==> config.mk <==
export PLATFORM = sky130hd
export DESIGN_NAME = mmd_ctrl
export DESIGN_NICKNAME = d
export VERILOG_FILES = /design/src/rtl/mmd_pkg.sv /design/src/rtl/mmd_mod_calc.sv /design/src/rtl/mmd_ctrl.sv
export SDC_FILE = /design/constraint.sdc
export NUM_CORES = 1
export LEC_CHECK = 0
export CAP_MARGIN = 5
export CELL_PAD_IN_SITES_DETAIL_PLACEMENT = 0
export CELL_PAD_IN_SITES_GLOBAL_PLACEMENT = 2
export CORE_ASPECT_RATIO = 0.8
export CORE_UTILIZATION = 27
export DETAILED_ROUTE_END_ITERATION = 7
export PLACE_DENSITY_LB_ADDON = 0.1
export SETUP_SLACK_MARGIN = 0.4
export SKIP_CTS_REPAIR_TIMING = 1
export SLEW_MARGIN = 10
export SYNTH_ARGS = -nofsm -noshare
export SYNTH_HDL_FRONTEND = slang
export SYNTH_SLANG_ARGS = --single-unit
==> constraint.sdc <==
create_clock -name clk -period 1.9 [get_ports clk]
set_input_delay 0.57 -clock clk [delete_from_list [all_inputs] [get_ports clk]]
set_output_delay 0.57 -clock clk [all_outputs]
set_load 0.02 [all_outputs]
==> src/rtl/mmd_pkg.sv <==
`default_nettype none
// ============================================================================
// Module  : mmd_pkg
// Brief   : Shared types and default constants for the multi-modulus divider.
// Revision: 1.0 - initial release
// ============================================================================
package mmd_pkg;

    localparam int MMD_NW      = 6;
    localparam int MMD_CW      = 7;
    localparam int MMD_MIN_DIV = 8;
    localparam int MMD_MAX_DIV = 63;

    typedef enum logic [0:0] {
        IDLE = 1'b0,
        RUN  = 1'b1
    } mmd_state_e;

endpackage : mmd_pkg
`default_nettype wire

==> src/rtl/mmd_mod_calc.sv <==
`default_nettype none
// ============================================================================
// Module  : mmd_mod_calc
// Brief   : Combinational modulus = clamp(N + signed div_ctrl) with clamp flag.
// Revision: 1.0 - initial release
// ============================================================================
module mmd_mod_calc
    import mmd_pkg::*;
#(
    parameter int NW      = MMD_NW,
    parameter int CW      = MMD_CW,
    parameter int MIN_DIV = MMD_MIN_DIV,
    parameter int MAX_DIV = MMD_MAX_DIV
) (
    input  logic [NW-1:0] n_word,
    input  logic [NW-1:0] div_ctrl,
    output logic [CW-1:0] modulus,
    output logic          clamp
);

    localparam logic signed [NW+1:0] C_MIN_RAW = (NW+2)'(MIN_DIV);
    localparam logic signed [NW+1:0] C_MAX_RAW = (NW+2)'(MAX_DIV);
    localparam logic [CW-1:0]        C_MIN_M   = CW'(MIN_DIV);
    localparam logic [CW-1:0]        C_MAX_M   = CW'(MAX_DIV);

    logic signed [NW+1:0] w_raw;

    // Two guard bits cover both the unsigned N range and a negative correction.
    assign w_raw = $signed({2'b00, n_word}) + $signed({{2{div_ctrl[NW-1]}}, div_ctrl});

    always_comb begin
        modulus = CW'(w_raw);
        clamp   = 1'b0;
        if (w_raw < C_MIN_RAW) begin
            modulus = C_MIN_M;
            clamp   = 1'b1;
        end else if (w_raw > C_MAX_RAW) begin
            modulus = C_MAX_M;
            clamp   = 1'b1;
        end
    end

endmodule : mmd_mod_calc
`default_nettype wire

==> src/rtl/mmd_ctrl.sv <==
`default_nettype none
// ============================================================================
// Module  : mmd_ctrl
// Brief   : Multi-modulus divider controller pacing the SDM; optional
//           saturation counter enabled by MMD_SAT_CNT_EN.
// Revision: 1.0 - initial release
// ============================================================================
module mmd_ctrl
    import mmd_pkg::*;
#(
    parameter int NW      = MMD_NW,
    parameter int CW      = MMD_CW,
    parameter int MIN_DIV = MMD_MIN_DIV,
    parameter int MAX_DIV = MMD_MAX_DIV
) (
    input  logic          clk,
    input  logic          rstn,
    input  logic [NW-1:0] N,
    input  logic [NW-1:0] div_ctrl,
    input  logic          sdm_valid,
    output logic          sdm_ack,
    output logic          div_out,
    output logic [CW-1:0] mod_cur,
    output logic          sat,
    output logic          underrun
`ifdef MMD_SAT_CNT_EN
    ,
    output logic [15:0]   sat_cnt
`endif
);

    localparam logic [CW-1:0] C_ONE   = CW'(1);
    localparam logic [CW-1:0] C_MIN_M = CW'(MIN_DIV);

    mmd_state_e    r_state, w_state_nxt;
    logic [CW-1:0] r_cnt,   w_cnt_nxt;
    logic [CW-1:0] r_mod,   w_mod_nxt;
    logic          r_div,   w_div_nxt;
    logic          r_ack,   w_ack_nxt;
    logic          r_sat,   w_sat_nxt;
    logic          r_und,   w_und_nxt;

    logic [CW-1:0] w_m;
    logic          w_clamp;
    logic [CW-1:0] w_cnt_dec;

    mmd_mod_calc #(
        .NW      (NW),
        .CW      (CW),
        .MIN_DIV (MIN_DIV),
        .MAX_DIV (MAX_DIV)
    ) u_mod_calc (
        .n_word   (N),
        .div_ctrl (div_ctrl),
        .modulus  (w_m),
        .clamp    (w_clamp)
    );

    assign w_cnt_dec = r_cnt - C_ONE;

    always_ff @(posedge clk or posedge rstn) begin
        if (rstn) begin
            r_state <= IDLE;
            r_cnt   <= '0;
            r_mod   <= C_MIN_M;
            r_div   <= 1'b0;
            r_ack   <= 1'b0;
            r_sat   <= 1'b0;
            r_und   <= 1'b0;
        end else begin
            r_state <= w_state_nxt;
            r_cnt   <= w_cnt_nxt;
            r_mod   <= w_mod_nxt;
            r_div   <= w_div_nxt;
            r_ack   <= w_ack_nxt;
            r_sat   <= w_sat_nxt;
            r_und   <= w_und_nxt;
        end
    end

    always_comb begin
        w_state_nxt = r_state;
        w_cnt_nxt   = r_cnt;
        w_mod_nxt   = r_mod;
        w_div_nxt   = r_div;
        w_ack_nxt   = 1'b0;
        w_sat_nxt   = 1'b0;
        w_und_nxt   = 1'b0;

        case (r_state)
            IDLE: begin
                w_div_nxt = 1'b0;
                if (sdm_valid) begin
                    w_state_nxt = RUN;
                    w_mod_nxt   = w_m;
                    w_cnt_nxt   = w_m - C_ONE;
                    w_ack_nxt   = 1'b1;
                    w_sat_nxt   = w_clamp;
                    w_div_nxt   = 1'b1;
                end
            end
            RUN: begin
                if (r_cnt == '0) begin
                    w_div_nxt = 1'b1;
                    if (sdm_valid) begin
                        w_mod_nxt = w_m;
                        w_cnt_nxt = w_m - C_ONE;
                        w_ack_nxt = 1'b1;
                        w_sat_nxt = w_clamp;
                    end else begin
                        w_cnt_nxt = r_mod - C_ONE;
                        w_und_nxt = 1'b1;
                    end
                end else begin
                    // Low phase covers the last floor(mod/2) counts of the period.
                    w_cnt_nxt = w_cnt_dec;
                    w_div_nxt = (w_cnt_dec >= (r_mod >> 1));
                end
            end
            default: begin
                w_state_nxt = IDLE;
                w_div_nxt   = 1'b0;
            end
        endcase
    end

    assign sdm_ack  = r_ack;
    assign div_out  = r_div;
    assign mod_cur  = r_mod;
    assign sat      = r_sat;
    assign underrun = r_und;

`ifdef MMD_SAT_CNT_EN
    logic [15:0] r_sat_cnt;

    // Counts alongside the sat pulse and sticks at all-ones.
    always_ff @(posedge clk or posedge rstn) begin
        if (rstn) begin
            r_sat_cnt <= '0;
        end else if (w_sat_nxt && (r_sat_cnt != 16'hFFFF)) begin
            r_sat_cnt <= r_sat_cnt + 16'd1;
        end
    end

    assign sat_cnt = r_sat_cnt;
`endif

endmodule : mmd_ctrl
`default_nettype wire

# Word level (Yosys, flattened, before mapping)
# Index checks and enable logic that the tools add are counted.
# Widths: inputs -> output; s select.
# op_classes
n_addsub,4
n_lt_le_gt_ge,3
eq_ne,2
muxes,23
n_bitwise,1
n_reduce_logical,1
# op_table
cell,count
$mux 7,7
$pmux 7 s2,2
$sub 7x1->7 const B,3
$mux 1,11
$add 7x6->8,1
$gt 8x7->1 const B,1
$lt 8x5->1 const B,1
$ge 7x6->1,1
$logic_not 7->1,1
$pmux 1 s2,3
$ne 2x1->1 const B,1
$ne 2x2->1 const B,1
$not 1->1,1
# totals
ff_bits,19
inputBits,15
out_inout_bits,11
elab_cells,41

# Logic depth before layout (Yosys ltp)
# Gate-level depths: netlist of the first run.
# logic_depth
word_depth,8
mapped_depth,14
ltp_nobuf,14

# Hierarchy
# From an unflattened synthesis of the first run, not the netlist that was laid out.
# hier_totals
hier_cells,215
area_unflattened_um2,1905.6
# modules_own_cells
module,instances,cells_per_inst,area_per_inst_um2,seq_area_each_um2
mmd_ctrl,1,141,1355.0,476.7
mmd_mod_calc,1,74,550.5,0.0

# Worst setup path after synthesis of the first run
# No wires, ideal clock.
# synth_path
kind,input port to flip-flop
startpoint,input N[0]
endpoint,register r_cnt[4]
setup_time_ps,86
t_arrival_ps,3298
required_time_ps,1814
slack_ps,-1484
path_stages,14
n_path_buf,0
cell_sequence,ha_1 -> inv_1 -> fa_1 -> nand2b_1 -> a21o_1 -> a21boi_1 -> nor3_2 -> o21ai_0 -> nand2b_1 -> ha_1 -> nand2_1 -> or4_1 -> a311o_1 -> o221ai_2
# synth_between
elab_chain_cells,8
elab_cells_between_ends,10
cone_classes,add/sub (2); order compare (2); mux (6)
# synth_rtl
element,line,rtl
"start, declared",mmd_ctrl.sv:18,"input logic [NW-1:0] N,"
$add 7x6->8 *,mmd_mod_calc.sv:29,"assign w_raw = $signed({2'b00, n_word}) + $signed({{2{div_ctrl[NW-1]}}, div_ctrl});"
$gt 8x7->1,mmd_mod_calc.sv:37,end else if (w_raw > C_MAX_RAW) begin
$mux 7,mmd_mod_calc.sv:37,
$mux 7 *,mmd_mod_calc.sv:34,if (w_raw < C_MIN_RAW) begin
$sub 7x1->7 *,"mmd_ctrl.sv:96, mmd_ctrl.sv:107",
$mux 7,mmd_ctrl.sv:105,if (sdm_valid) begin
$mux 7,mmd_ctrl.sv:103,if (r_cnt == '0) begin
$pmux 7 s2 *,mmd_ctrl.sv:90,case (r_state)
"end signal, assigned",mmd_ctrl.sv:72,r_cnt <= w_cnt_nxt;
"end, declared",mmd_ctrl.sv:36,"logic [CW-1:0] r_cnt, w_cnt_nxt;"
# Mark *: on every way between the ends. The rest lies on a longest branch, timed or not. The select of a mux whose other input is x is not followed.
# A chain may end at the register's enable or synchronous reset.

# Worst setup path in the final report of the first run
# layout_path
startpoint,input div_ctrl[0]
endpoint,register r_cnt[4]
# layout_between
elab_chain_cells,8
elab_cells_between_ends,10
cone_classes,add/sub (2); order compare (2); mux (6)
# layout_rtl
element,line,rtl
"start, declared",mmd_ctrl.sv:19,"input logic [NW-1:0] div_ctrl,"
$add 7x6->8 *,mmd_mod_calc.sv:29,
$gt 8x7->1,mmd_mod_calc.sv:37,
$mux 7,mmd_mod_calc.sv:37,
$mux 7 *,mmd_mod_calc.sv:34,
$sub 7x1->7 *,"mmd_ctrl.sv:96, mmd_ctrl.sv:107",
$mux 7,mmd_ctrl.sv:105,
$mux 7,mmd_ctrl.sv:103,
$pmux 7 s2 *,mmd_ctrl.sv:90,
# Marks and branches as above.

==> results of run 1 <==
## registers in the layout (all words and copies together), names as in the netlist
name,cells
underrun,1
r_state,1
sat,1
mod_cur,7
r_cnt,7
div_out,1
sdm_ack,1
## cells by family after synthesis
family | share of synthesized area, %
AND/OR/NAND/NOR | 21.88
AO/OA/AOI/OAI | 25.11
buffers and inverters | 6.381
flip-flops | 26.72
adder cells (fa/ha/maj) | 12.34
XOR/XNOR | 6.382
multiplexers | 1.192
## layout by cell type, fill, tap and decap left out, types with 8 or more instances in the layout
cell / instances
dfrtp_1: 15
nor3_1: 8
inv_1: 14
buf_4: 55
nor2_1: 16
ha_4: 9
buf_6: 22
dlymetal6s2s_1: 13
## power breakdown
group	switching (mW)	leakage (nW)	total [mW]	internal, mW
clock network	0.160	0.0217	0.309	0.149
logic	1.13	1.28	2.29	1.16
registers	0.109	0.228	0.661	0.552
## area by class of cell
cell class	instances	share of cell area (%)
inverters	22	2.640
multi-input cells	165	50.74
well taps	84	3.261
clock buffers	3	1.281
repair buffers	97	26.94
clock inverters	1	0.2329
flip-flops and latches	19	14.91
## metrics by stage
step	hold slack [ns]	setup WS, ns	area (sq um)	power (mW)
5_1_grt	0.6100	-1.176	3223	3.558
3_5_place_dp	0.5586	-1.901	2653	2.495
3_3_place_gp	0.5552	-1.808	2653	2.506
2_1_floorplan	0.5123	-1.315	1898	1.761
4_1_cts	0.5777	-1.634	2701	2.831
6_report	0.5742	-1.029	3223	3.264
## critical path: stages
cell and delay (ns):
buf_6 0.09, ha_4 0.16, inv_2 0.05, fa_2 0.19, buf_4 0.11, buf_6 0.08
buf_6 0.11, nor2b_4 0.04, o21ai_2 0.10, buf_4 0.13, a21boi_4 0.07, o31ai_4 0.29
a21oi_2 0.10, inv_2 0.08, ha_4 0.14, nand2_4 0.05, or4_4 0.40, a311o_1 0.28
o221ai_2 0.06
## synthesized netlist by cell type, types with 3 or more instances
| master | instances | area, sq um |
|---|---|---|
| a22o_1 | 3 | 26.28 |
| xor2_1 | 5 | 43.79 |
| dfrtp_1 | 18 | 450.4 |
| inv_1 | 22 | 82.58 |
| o21ai_0 | 16 | 80.08 |
| xnor2_1 | 8 | 70.07 |
| a21oi_1 | 8 | 40.04 |
| nand3_1 | 5 | 25.02 |
| nor2b_1 | 5 | 31.28 |
| a21o_1 | 5 | 37.54 |
| ha_1 | 16 | 200.2 |
| nor2_1 | 17 | 63.81 |
| nand2b_1 | 6 | 37.54 |
| nand2_1 | 8 | 30.03 |
| clkbuf_1 | 4 | 15.01 |
| a31oi_1 | 3 | 18.77 |
| nor3_1 | 12 | 60.06 |
## worst min-delay path by stage
stage / start / end / slack [ns] / depth (start not counted)
floorplan: r_cnt[6]$_DFFE_PP0P_ / r_cnt[6]$_DFFE_PP0P_ / 0.51 / 1
global placement: r_cnt[6]$_DFFE_PP0P_ / r_cnt[6]$_DFFE_PP0P_ / 0.56 / 1
detailed placement: r_cnt[6]$_DFFE_PP0P_ / r_cnt[6]$_DFFE_PP0P_ / 0.56 / 1
CTS: r_cnt[6]$_DFFE_PP0P_ / r_cnt[6]$_DFFE_PP0P_ / 0.58 / 1
global route: mod_cur[6]$_DFFE_PP0P_ / mod_cur[6]$_DFFE_PP0P_ / 0.61 / 2
finish: r_cnt[6]$_DFFE_PP0P_ / r_cnt[6]$_DFFE_PP0P_ / 0.57 / 1
## routing by layer
metal  vias up  GRT usage (%)  wire length (um)
li1        957              -                 -
met1       929          27.95              3144
met2        34          23.28              2526
met3         5          2.929               313
met4         0          4.103                48
met5         -              0                 0
==> summary.txt, run 1 <==
Setup path
  • Number of cells on the worst reg-to-reg path: 6
  • Worst setup path endpoint: r_cnt[4]$_DFFE_PP0P_
  • Launch instance of the worst register-to-register path: r_cnt[4]$_DFFE_PP0P_
  • CP arrival: 3.12 ns
  • Worst setup startpoint: div_ctrl[0]
  • Critical Path Sink Type: flip-flop
  • CP Launch Type: primary input
  • Required time of the critical path: about 2.1 ns
  • Category of the critical setup timing path: primary input to flip-flop
  • R2R Path End: mod_cur[4]$_DFFE_PP0P_
  • Worst reg-to-reg setup slack: 0.04 ns
  • Maximum fanout encountered on the critical timing path: 3

GRT
  • Pin count of the biggest net entering global routing: 20
  • Wire length of the first global-routing pass: just over 9 mm
  • Antenna violations before repair: 0
  • Total GRT Usage: 17.35%
  • Overall overflow remaining after global route: 0
  • Vias in the first global route: roughly 1800

Floorplanning
  • Area of the die: a little under 7000 sq um
  • Overall die height: approximately 75 um
  • Total I/O pin count: 26
  • Rows: 26
  • Die width: 92.89 um
  • Initial core utilization: 27.98%
  • Placeable core region: about 6400 sq um

Synthesis
  • Post-synthesis sequential element count: 19
  • Cell area after synthesis: 1784 sq um
  • Number of enable-type register cells in the synthesized netlist: 0
  • Cells after Synth: 212
  • Unique masters post-synth: 57
  • Main synth FF type: dfrtp_1
  • Ys async rst share: 100.0%
  • Synthesized area per cell: roughly 8.4 sq um
  • Synth warnings: 0
  • Number of nets produced by synthesis: 244
  • Post-synthesis sequential area ratio: 26.72%

Timing
  • Final critical delay including setup and external delays: 2.929 ns
  • Slew Viols, Final: 0
  • Fin Setup TNS: -7.677 ns
  • Final setup skew: around 0.0050 ns
  • Least-Margin Pin Slew: about 0.45 ns
  • Final worst-path cycle share: 154.2%
  • Min setup slack post-route: -1.029 ns
  • Number of setup violations in the final report: 13
  • Number of endpoints with negative hold slack in the final report: 0
  • F_max: 0.3414 GHz
  • Headroom to the max-slew limit: 69.98%
  • Unrepaired setup endpoints after global routing: yes

Outcome
  • Violated checks: negative setup slack
  • Status: finished, violations left

Placed design
  • IO buf count: 25
  • Cell total after placement: 374
  • Gpl congestion: 0.7585
  • HPWL after detailed placement: 4.431 mm

Drt
  • Via count: 1925
  • Total wire length after detailed routing: 6.032 mm
  • Post-detailed-route wirelength per cell: between 15 and 20 um
  • First-pass DRT Iterations: 4
  • Vias per Instance: 4.923
  • Post-detailed-route DRC marker count: 0
  • Initial DRC count: ~120
  • Post-route ant nets: 0

Final layout
  • Finished Core Util: 50.55%
  • Fraction of layout cells with a size suffix above 1: 51.79%
  • Area of combinational cells with multiple inputs: 1635 sq um
  • Final nets: 340
  • Number of diodes added for antenna fixing: 0
  • Register cell area after layout: 480.5 sq um
  • Number of inserted filler cells in the final layout: 626
  • Signed area change from the synthesized netlist to the final layout: 80.65%
  • Count of non-filler cells in the finished layout: between 300 and 400

Clocking
  • H-tree lvl count: 1
  • CTS tree: yes
  • Clock slew at reported path FFs: about 0.08 ns
  • Deepest clock path buffer count: 2
  • Cell chosen for the clock root: clkbuf_8
  • Number of buffers created by CTS: 3
  • Clock network latency to the later pin of the worst-skew pair: 0.27 ns
  • CTS Sinks: 19

Power and ir drop
  • Pwr Density: 1013 nW/um^2
  • Max VDD drop: 0.4397 mV
  • Leakage power: 1.529 nW

Hold path
  • Class of the tightest hold or removal check: flip-flop to flip-flop

Run
  • Max Cap Violations: 0
(Power assumes the default switching activity.)
==> run 2: changes to the inputs <==
--- a/config.mk
+++ b/config.mk
@@ -10,6 +10,7 @@
 export CELL_PAD_IN_SITES_GLOBAL_PLACEMENT = 2
 export CORE_ASPECT_RATIO = 0.8
 export CORE_UTILIZATION = 27
+export CTS_CLUSTER_SIZE = 8
 export DETAILED_ROUTE_END_ITERATION = 7
 export PLACE_DENSITY_LB_ADDON = 0.1
 export SETUP_SLACK_MARGIN = 0.4
==> results of run 2 <==
The final DEF is identical to that of run 1; final timing and power are the same.
